### src/rtl/cart_loader_if.sv
// ============================================================================
//  Module   : cart_loader_if
//  Brief    : Download-side and ROM-store-side signal bundle for cart_loader.
//             The slave modport is the loader; the master modport is whatever
//             feeds the download and consumes the ROM store writes.
//  Revision : 1.0  initial release
// ============================================================================
`default_nettype none

interface cart_loader_if #(
    parameter int MEM_AW = 17
);
    // download source side
    logic              DL_START;
    logic              DL_END;
    logic [7:0]        DL_DATA;
    logic              DL_VALID;
    logic              DL_READY;
    // ROM store / cartridge side
    logic [MEM_AW-1:0] INIT_ADDR;
    logic [7:0]        INIT_DATA;
    logic              INIT_VALID;
    logic [4:0]        CFG_AW;
    logic              CART_READY;
    logic              OVERFLOW;

    modport master (
        output DL_START, DL_END, DL_DATA, DL_VALID,
        input  DL_READY, INIT_ADDR, INIT_DATA, INIT_VALID,
               CFG_AW, CART_READY, OVERFLOW
    );

    modport slave (
        input  DL_START, DL_END, DL_DATA, DL_VALID,
        output DL_READY, INIT_ADDR, INIT_DATA, INIT_VALID,
               CFG_AW, CART_READY, OVERFLOW
    );
endinterface

`default_nettype wire

### src/rtl/cart_loader.sv
// ============================================================================
//  Module   : cart_loader
//  Brief    : Streams a downloaded cartridge image into the ROM store, one
//             write per accepted byte, then derives the cartridge address
//             mask width from the image size and flags the cartridge ready.
//             Bytes beyond the store depth are dropped and flagged sticky.
//  Revision : 1.0  initial release
// ============================================================================
`default_nettype none

module cart_loader #(
    parameter int MEM_AW     = 17,
    parameter int CFG_AW_MIN = 10,
    parameter int CFG_AW_MAX = 15
) (
    input  wire logic     CLK,
    input  wire logic     RESB,
    cart_loader_if.slave  bus
);

    typedef enum logic [1:0] {
        IDLE   = 2'd0,
        LOAD   = 2'd1,
        FINISH = 2'd2,
        DONE   = 2'd3
    } state_t;

    localparam logic [5:0] c_cfg_min = 6'(CFG_AW_MIN);
    localparam logic [5:0] c_cfg_max = 6'(CFG_AW_MAX);

    state_t            r_state;
    // one extra bit so a completely full store (2^MEM_AW bytes) is representable
    logic [MEM_AW:0]   r_count;
    logic [MEM_AW-1:0] r_init_addr;
    logic [7:0]        r_init_data;
    logic              r_init_valid;
    logic [4:0]        r_cfg_aw;
    logic              r_cart_ready;
    logic              r_overflow;

    logic [MEM_AW:0]   w_count_m1;
    logic [5:0]        w_clog2;
    logic [4:0]        w_cfg_next;

    // ceil(log2(count)) is the bit length of (count-1); clamp into range,
    // with counts 0 and 1 pinned to the minimum width
    always_comb begin
        w_count_m1 = r_count - {{MEM_AW{1'b0}}, 1'b1};
        w_clog2    = 6'd0;
        for (int i = 0; i <= MEM_AW; i++) begin
            if (w_count_m1[i]) begin
                w_clog2 = 6'(i + 1);
            end
        end
        w_cfg_next = c_cfg_min[4:0];
        if (r_count[MEM_AW:1] == '0) begin
            w_cfg_next = c_cfg_min[4:0];
        end else if (w_clog2 < c_cfg_min) begin
            w_cfg_next = c_cfg_min[4:0];
        end else if (w_clog2 > c_cfg_max) begin
            w_cfg_next = c_cfg_max[4:0];
        end else begin
            w_cfg_next = w_clog2[4:0];
        end
    end

    // download state machine with registered store-side outputs;
    // DL_START restarts from any state and overrides DL_END
    always_ff @(posedge CLK or negedge RESB) begin
        if (!RESB) begin
            r_state      <= IDLE;
            r_count      <= '0;
            r_init_addr  <= '0;
            r_init_data  <= 8'h00;
            r_init_valid <= 1'b0;
            r_cfg_aw     <= c_cfg_max[4:0];
            r_cart_ready <= 1'b0;
            r_overflow   <= 1'b0;
        end else begin
            r_init_valid <= 1'b0;
            if (bus.DL_START) begin
                r_state      <= LOAD;
                r_count      <= '0;
                r_overflow   <= 1'b0;
                r_cart_ready <= 1'b0;
            end else begin
                case (r_state)
                    IDLE: begin
                        r_state <= IDLE;
                    end
                    LOAD: begin
                        if (bus.DL_VALID) begin
                            if (!r_count[MEM_AW]) begin
                                r_init_valid <= 1'b1;
                                r_init_addr  <= r_count[MEM_AW-1:0];
                                r_init_data  <= bus.DL_DATA;
                                r_count      <= r_count + {{MEM_AW{1'b0}}, 1'b1};
                            end else begin
                                // store full: keep accepting so the source never stalls
                                r_overflow <= 1'b1;
                            end
                        end
                        if (bus.DL_END) begin
                            r_state <= FINISH;
                        end
                    end
                    FINISH: begin
                        r_cfg_aw     <= w_cfg_next;
                        r_cart_ready <= 1'b1;
                        r_state      <= DONE;
                    end
                    DONE: begin
                        r_state <= DONE;
                    end
                    default: begin
                        r_state <= IDLE;
                    end
                endcase
            end
        end
    end

    assign bus.DL_READY   = (r_state == LOAD);
    assign bus.INIT_ADDR  = r_init_addr;
    assign bus.INIT_DATA  = r_init_data;
    assign bus.INIT_VALID = r_init_valid;
    assign bus.CFG_AW     = r_cfg_aw;
    assign bus.CART_READY = r_cart_ready;
    assign bus.OVERFLOW   = r_overflow;

endmodule

`default_nettype wire

### src/flat_wrapper.sv
// flat-port wrapper written by rule: the top's interface ports become plain ports
module cart_loader_flat 
#(
    parameter int MEM_AW     = 17,
    parameter int CFG_AW_MIN = 10,
    parameter int CFG_AW_MAX = 15
)
  (CLK, RESB, bus_DL_START, bus_DL_END, bus_DL_DATA, bus_DL_VALID, bus_DL_READY, bus_INIT_ADDR, bus_INIT_DATA, bus_INIT_VALID, bus_CFG_AW, bus_CART_READY, bus_OVERFLOW);
  cart_loader_if #(.MEM_AW(MEM_AW)) bus_i ();
  input  wire logic CLK;
  input  wire logic RESB;
  input wire logic [$bits(bus_i.DL_START)-1:0] bus_DL_START;
  input wire logic [$bits(bus_i.DL_END)-1:0] bus_DL_END;
  input wire logic [$bits(bus_i.DL_DATA)-1:0] bus_DL_DATA;
  input wire logic [$bits(bus_i.DL_VALID)-1:0] bus_DL_VALID;
  output wire logic [$bits(bus_i.DL_READY)-1:0] bus_DL_READY;
  output wire logic [$bits(bus_i.INIT_ADDR)-1:0] bus_INIT_ADDR;
  output wire logic [$bits(bus_i.INIT_DATA)-1:0] bus_INIT_DATA;
  output wire logic [$bits(bus_i.INIT_VALID)-1:0] bus_INIT_VALID;
  output wire logic [$bits(bus_i.CFG_AW)-1:0] bus_CFG_AW;
  output wire logic [$bits(bus_i.CART_READY)-1:0] bus_CART_READY;
  output wire logic [$bits(bus_i.OVERFLOW)-1:0] bus_OVERFLOW;
  assign bus_i.DL_START = bus_DL_START;
  assign bus_i.DL_END = bus_DL_END;
  assign bus_i.DL_DATA = bus_DL_DATA;
  assign bus_i.DL_VALID = bus_DL_VALID;
  assign bus_DL_READY = bus_i.DL_READY;
  assign bus_INIT_ADDR = bus_i.INIT_ADDR;
  assign bus_INIT_DATA = bus_i.INIT_DATA;
  assign bus_INIT_VALID = bus_i.INIT_VALID;
  assign bus_CFG_AW = bus_i.CFG_AW;
  assign bus_CART_READY = bus_i.CART_READY;
  assign bus_OVERFLOW = bus_i.OVERFLOW;
  cart_loader #(.MEM_AW(MEM_AW), .CFG_AW_MIN(CFG_AW_MIN), .CFG_AW_MAX(CFG_AW_MAX)) u_core (.CLK(CLK), .RESB(RESB), .bus(bus_i));
endmodule
### config.mk
export PLATFORM = sky130hd
export DESIGN_NAME = cart_loader_flat
export DESIGN_NICKNAME = d
export VERILOG_FILES = /design/src/rtl/cart_loader_if.sv /design/src/rtl/cart_loader.sv /design/src/flat_wrapper.sv
export SDC_FILE = /design/constraint.sdc
export NUM_CORES = 1
export LEC_CHECK = 0
export CAP_MARGIN = 20
export CORE_MARGIN = 2
export CORE_UTILIZATION = 25
export CTS_CLUSTER_DIAMETER = 80
export DETAILED_ROUTE_END_ITERATION = 7
export HOLD_SLACK_MARGIN = 0.02
export PLACE_DENSITY = 0.4
export SLEW_MARGIN = 10
export SYNTH_ARGS = -nofsm -noshare
export SYNTH_HDL_FRONTEND = slang
export SYNTH_SLANG_ARGS = --single-unit
### constraint.sdc
create_clock -name CLK -period 5.5 [get_ports CLK]
set_input_delay 1.1 -clock CLK [delete_from_list [all_inputs] [get_ports CLK]]
set_output_delay 1.1 -clock CLK [all_outputs]
set_load 0.02 [all_outputs]
==> results by group <==
Floorplanning
  – I/O Pins: between 40 and 50
  – Row cnt: 38
  – Initial cell density of the core: 25.4%
  – Die Y: 109 um
  – Die area: 0.0118 mm^2
  – Core Footprint: roughly 0.011 mm^2
  – Die width: 109 um

Global route
  – GRT overflow: 0
  – Vias in the first global route: between 2000 and 2500
  – Total GRT Usage: 12.1%
  – First-pass GRT wire length: 11100 um
  – Pin count of the biggest net entering global routing: 54
  – Antenna violations before repair: 0

Clocking
  – CTS tree: built
  – Post-CTS setup buffers: 0
  – Reg clk slew, reported paths: 110 ps
  – CTS resizes: 0
  – Skew-Pair Late Insertion Delay: about 310 ps
  – Cts hold-fix bufs: 0
  – H-tree depth: 2
  – Num CTS Buffers: 5
  – Max Buffers Root-to-Sink: 2
  – Sink Count: 53
  – Clock root buffer: clkbuf_8

STA
  – Post-layout min period: between 2000 and 3000 ps
  – Final Hold Viols: 0
  – Unrepaired setup endpoints after global routing: no
  – # setup viols final: 0
  – Final worst path period share: 54.2%
  – Pins Over Slew Limit: 0
  – Actual slew at the worst max-slew pin: 825 ps
  – Setup Skew: 7.45 ps
  – Fmax: about 340 MHz
  – Max_slew headroom: 44.5%
  – Final hold slack: 474 ps
  – Setup TNS: 0 ps

Routing
  – First-pass iteration count of the detailed router: 4
  – DR vias/cell: around 4.8
  – Antenna viol nets, final: 0
  – DRC viols: 0
  – Final WL: 6730 um
  – Via count: between 2000 and 2500
  – Routed length per instance: 15.3 um
  – DR iter-0 viols: 94

Critical path
  – Reg2reg path depth: 9
  – Reg2reg start: u_core.r_count[0]
  – Worst setup path startpoint: u_core.r_count[0]
  – Crit-path max FO: 10
  – Reg2reg end: u_core.bus.CFG_AW[0]
  – CP endpoint kind: register
  – Crit path DAT: ~3200 ps
  – Reg2reg setup slack: 2520 ps
  – CP Class: reg2reg
  – Worst path required time: about 5800 ps
  – Startpoint Class: register

Pwr
  – Static Leak: 1.45 nW
  – Max VDD drop: 0.105 mV
  – PwrDens: 272 mW/mm^2

Layout
  – Fill count: roughly 1200
  – Layout Cells excl Fill: 441
  – Most frequent cells in the layout: dfrtp_1 (49), clkdlybuf4s50_1 (45), nor2_1 (35)
  – # diodes: 0
  – Area delta synth->final: 25.3%
  – Most common cell after layout, fill and taps aside: dfrtp_1
  – Layout cells sized above 1: 15.9%
  – Fin area: 0.00342 mm^2
  – Nets: 316

Run
  – Maxcap violations: 0

Hold path
  – Worst min-delay path class: reg2reg
  – Worst hold endpoint: u_core.bus.CFG_AW[1]
  – Hold path start: u_core.bus.CFG_AW[1]
  – Worst hold stages: 2

Yosys
  – Synth Instances: 266
  – Number of library cell types mapped by synthesis: 46
  – Synth warn: 0
  – Average size of a mapped cell: 10.3 um^2
  – Post-Syn Area: 0.00273 mm^2
  – Syn_nets: 282
  – Seq/Total Area, Yosys: roughly half
  – Yosys reg bits: between 50 and 60

Place
  – Port Buf Inserts: between 40 and 50
  – Final HPWL DP: 4440 um
  – Placer Congestion: approximately 0.79
  – Inst Count DP: 433
  – Placed Area: 0.00329 mm^2

Run status
  – Status: finished, final reports clean
## how the worst max path moves through the flow
stage | to | slack (ps) | cells after the start
2_1_floorplan | u_core.bus.INIT_DATA[7] | 2790 | 4
5_1_grt | u_core.bus.CFG_AW[0] | 2300 | 9
3_3_place_gp | u_core.r_count[12] | 2380 | 8
4_1_cts | u_core.bus.CFG_AW[0] | 2510 | 7
3_5_place_dp | u_core.r_count[12] | 2320 | 8
6_report | u_core.bus.CFG_AW[0] | 2520 | 9
## sequential cells by signal, indices dropped and copies added (netlist names)
register / flops
u_core.bus.INIT_VALID: 1
u_core.bus.INIT_ADDR: 17
u_core.r_state: 2
u_core.bus.CART_READY: 1
u_core.r_count: 18
u_core.bus.OVERFLOW: 1
u_core.bus.INIT_DATA: 8
u_core.bus.CFG_AW: 5
## where the power goes
| part | switching, W | leakage, nW | internal (W) |
|---|---|---|---|
| logic | 0.0000926 | 0.677 | 0.0000857 |
| clock network | 0.000141 | 0.0681 | 0.000181 |
| registers | 0.0000149 | 0.701 | 0.000414 |
| total | 0.000249 | 1.45 | 0.000681 |
## per-stage QoR
| stage | power, W | utilization [%] | setup slack (ps) |
|---|---|---|---|
| 2_1_floorplan | 0.000541 | - | 2790 |
| 3_5_place_dp | 0.000618 | 30.6 | 2320 |
| 6_report | 0.000930 | 31.8 | 2520 |
| 5_1_grt | 0.000978 | 31.8 | 2300 |
| 4_1_cts | 0.000945 | 31.8 | 2510 |
| 3_3_place_gp | 0.000618 | 30.6 | 2380 |
## cell families (layout without fill, tap and decap cells)
kind of cell / after synthesis / count (layout) / share of synthesized area [%]
DFF: 53 / 53 / 48.8
xor gates and xnor gates: 19 / 19 / 6.10
AOI/OAI and AO/OA: 38 / 38 / 10.0
muxes: 26 / 26 / 10.7
buffers and inverters: 31 / 66 / 4.90
and+or+nand+nor: 96 / 96 / 18.1
adders and majority gates: 3 / 3 / 1.38
## layout make-up
cell class	instances	area (um^2)	share of cell area, %
flip-flops and latches	53	1330	38.9
multi-input cells	182	1270	37.1
repair buffers	49	478	14.0
well taps	140	175	5.12
clock buffers	5	68.8	2.01
clock inverters	3	65.1	1.90
inverters	9	33.8	0.987
## synthesized netlist by cell type (all sizes together)
| cell | number | area share (%) |
|---|---|---|
| o22ai | 1 | 0.23 |
| and4 | 1 | 0.32 |
| a21oi | 7 | 1.3 |
| dfstp | 4 | 3.8 |
| nand3 | 6 | 1.1 |
| o32ai | 2 | 0.64 |
| a41o | 1 | 0.37 |
| a2bb2oi | 2 | 0.64 |
| a41oi | 2 | 0.64 |
| clkbuf | 18 | 2.5 |
| a221oi | 1 | 0.32 |
| nand2b | 1 | 0.23 |
| a211oi | 3 | 0.82 |
| a21o | 1 | 0.28 |
| nor4 | 6 | 1.9 |
| or4b | 1 | 0.50 |
| o41ai | 1 | 0.60 |
| nor2 | 35 | 4.8 |
| nand4 | 10 | 2.3 |
| nand4b | 1 | 0.32 |
| o211ai | 1 | 0.28 |
| buf | 4 | 1.2 |
| a31oi | 3 | 0.69 |
| o2111ai | 1 | 0.32 |
| and2 | 1 | 0.23 |
| dfrtp | 49 | 45 |
| or4 | 3 | 0.82 |
| a21boi | 1 | 0.28 |
| o2bb2ai | 1 | 0.32 |
| o21ba | 1 | 0.37 |
| mux2 | 26 | 11 |
| xor2 | 13 | 4.2 |
| o21ai | 7 | 1.3 |
| ha | 3 | 1.4 |
| nand3b | 3 | 0.82 |
| or3 | 2 | 0.46 |
| nor3 | 11 | 2.0 |
| xnor2 | 6 | 1.9 |
| a22o | 2 | 0.69 |
| inv | 9 | 1.2 |
| or2 | 2 | 0.46 |
| nand2 | 13 | 1.8 |
## critical path, cell delays in order, from the launching register on
cell and delay [ps]:
dfrtp_1 510, inv_1 170, ha_1 260, or4b_4 510, or2_0 480, o41ai_2 390, a22o_2 210, o211ai_1 90
o2bb2ai_1 130, o21ba_1 150
## metal layers
layer / global-route usage (%) / up-vias / routed length [um]
li1: - / 1011 / -
met2: 18.6 / 48 / 3090
met5: 0 / - / 0
met4: 3.94 / 0 / 114
met3: 2.05 / 9 / 273
met1: 17.1 / 1041 / 3250
(Power assumes the default switching activity.)
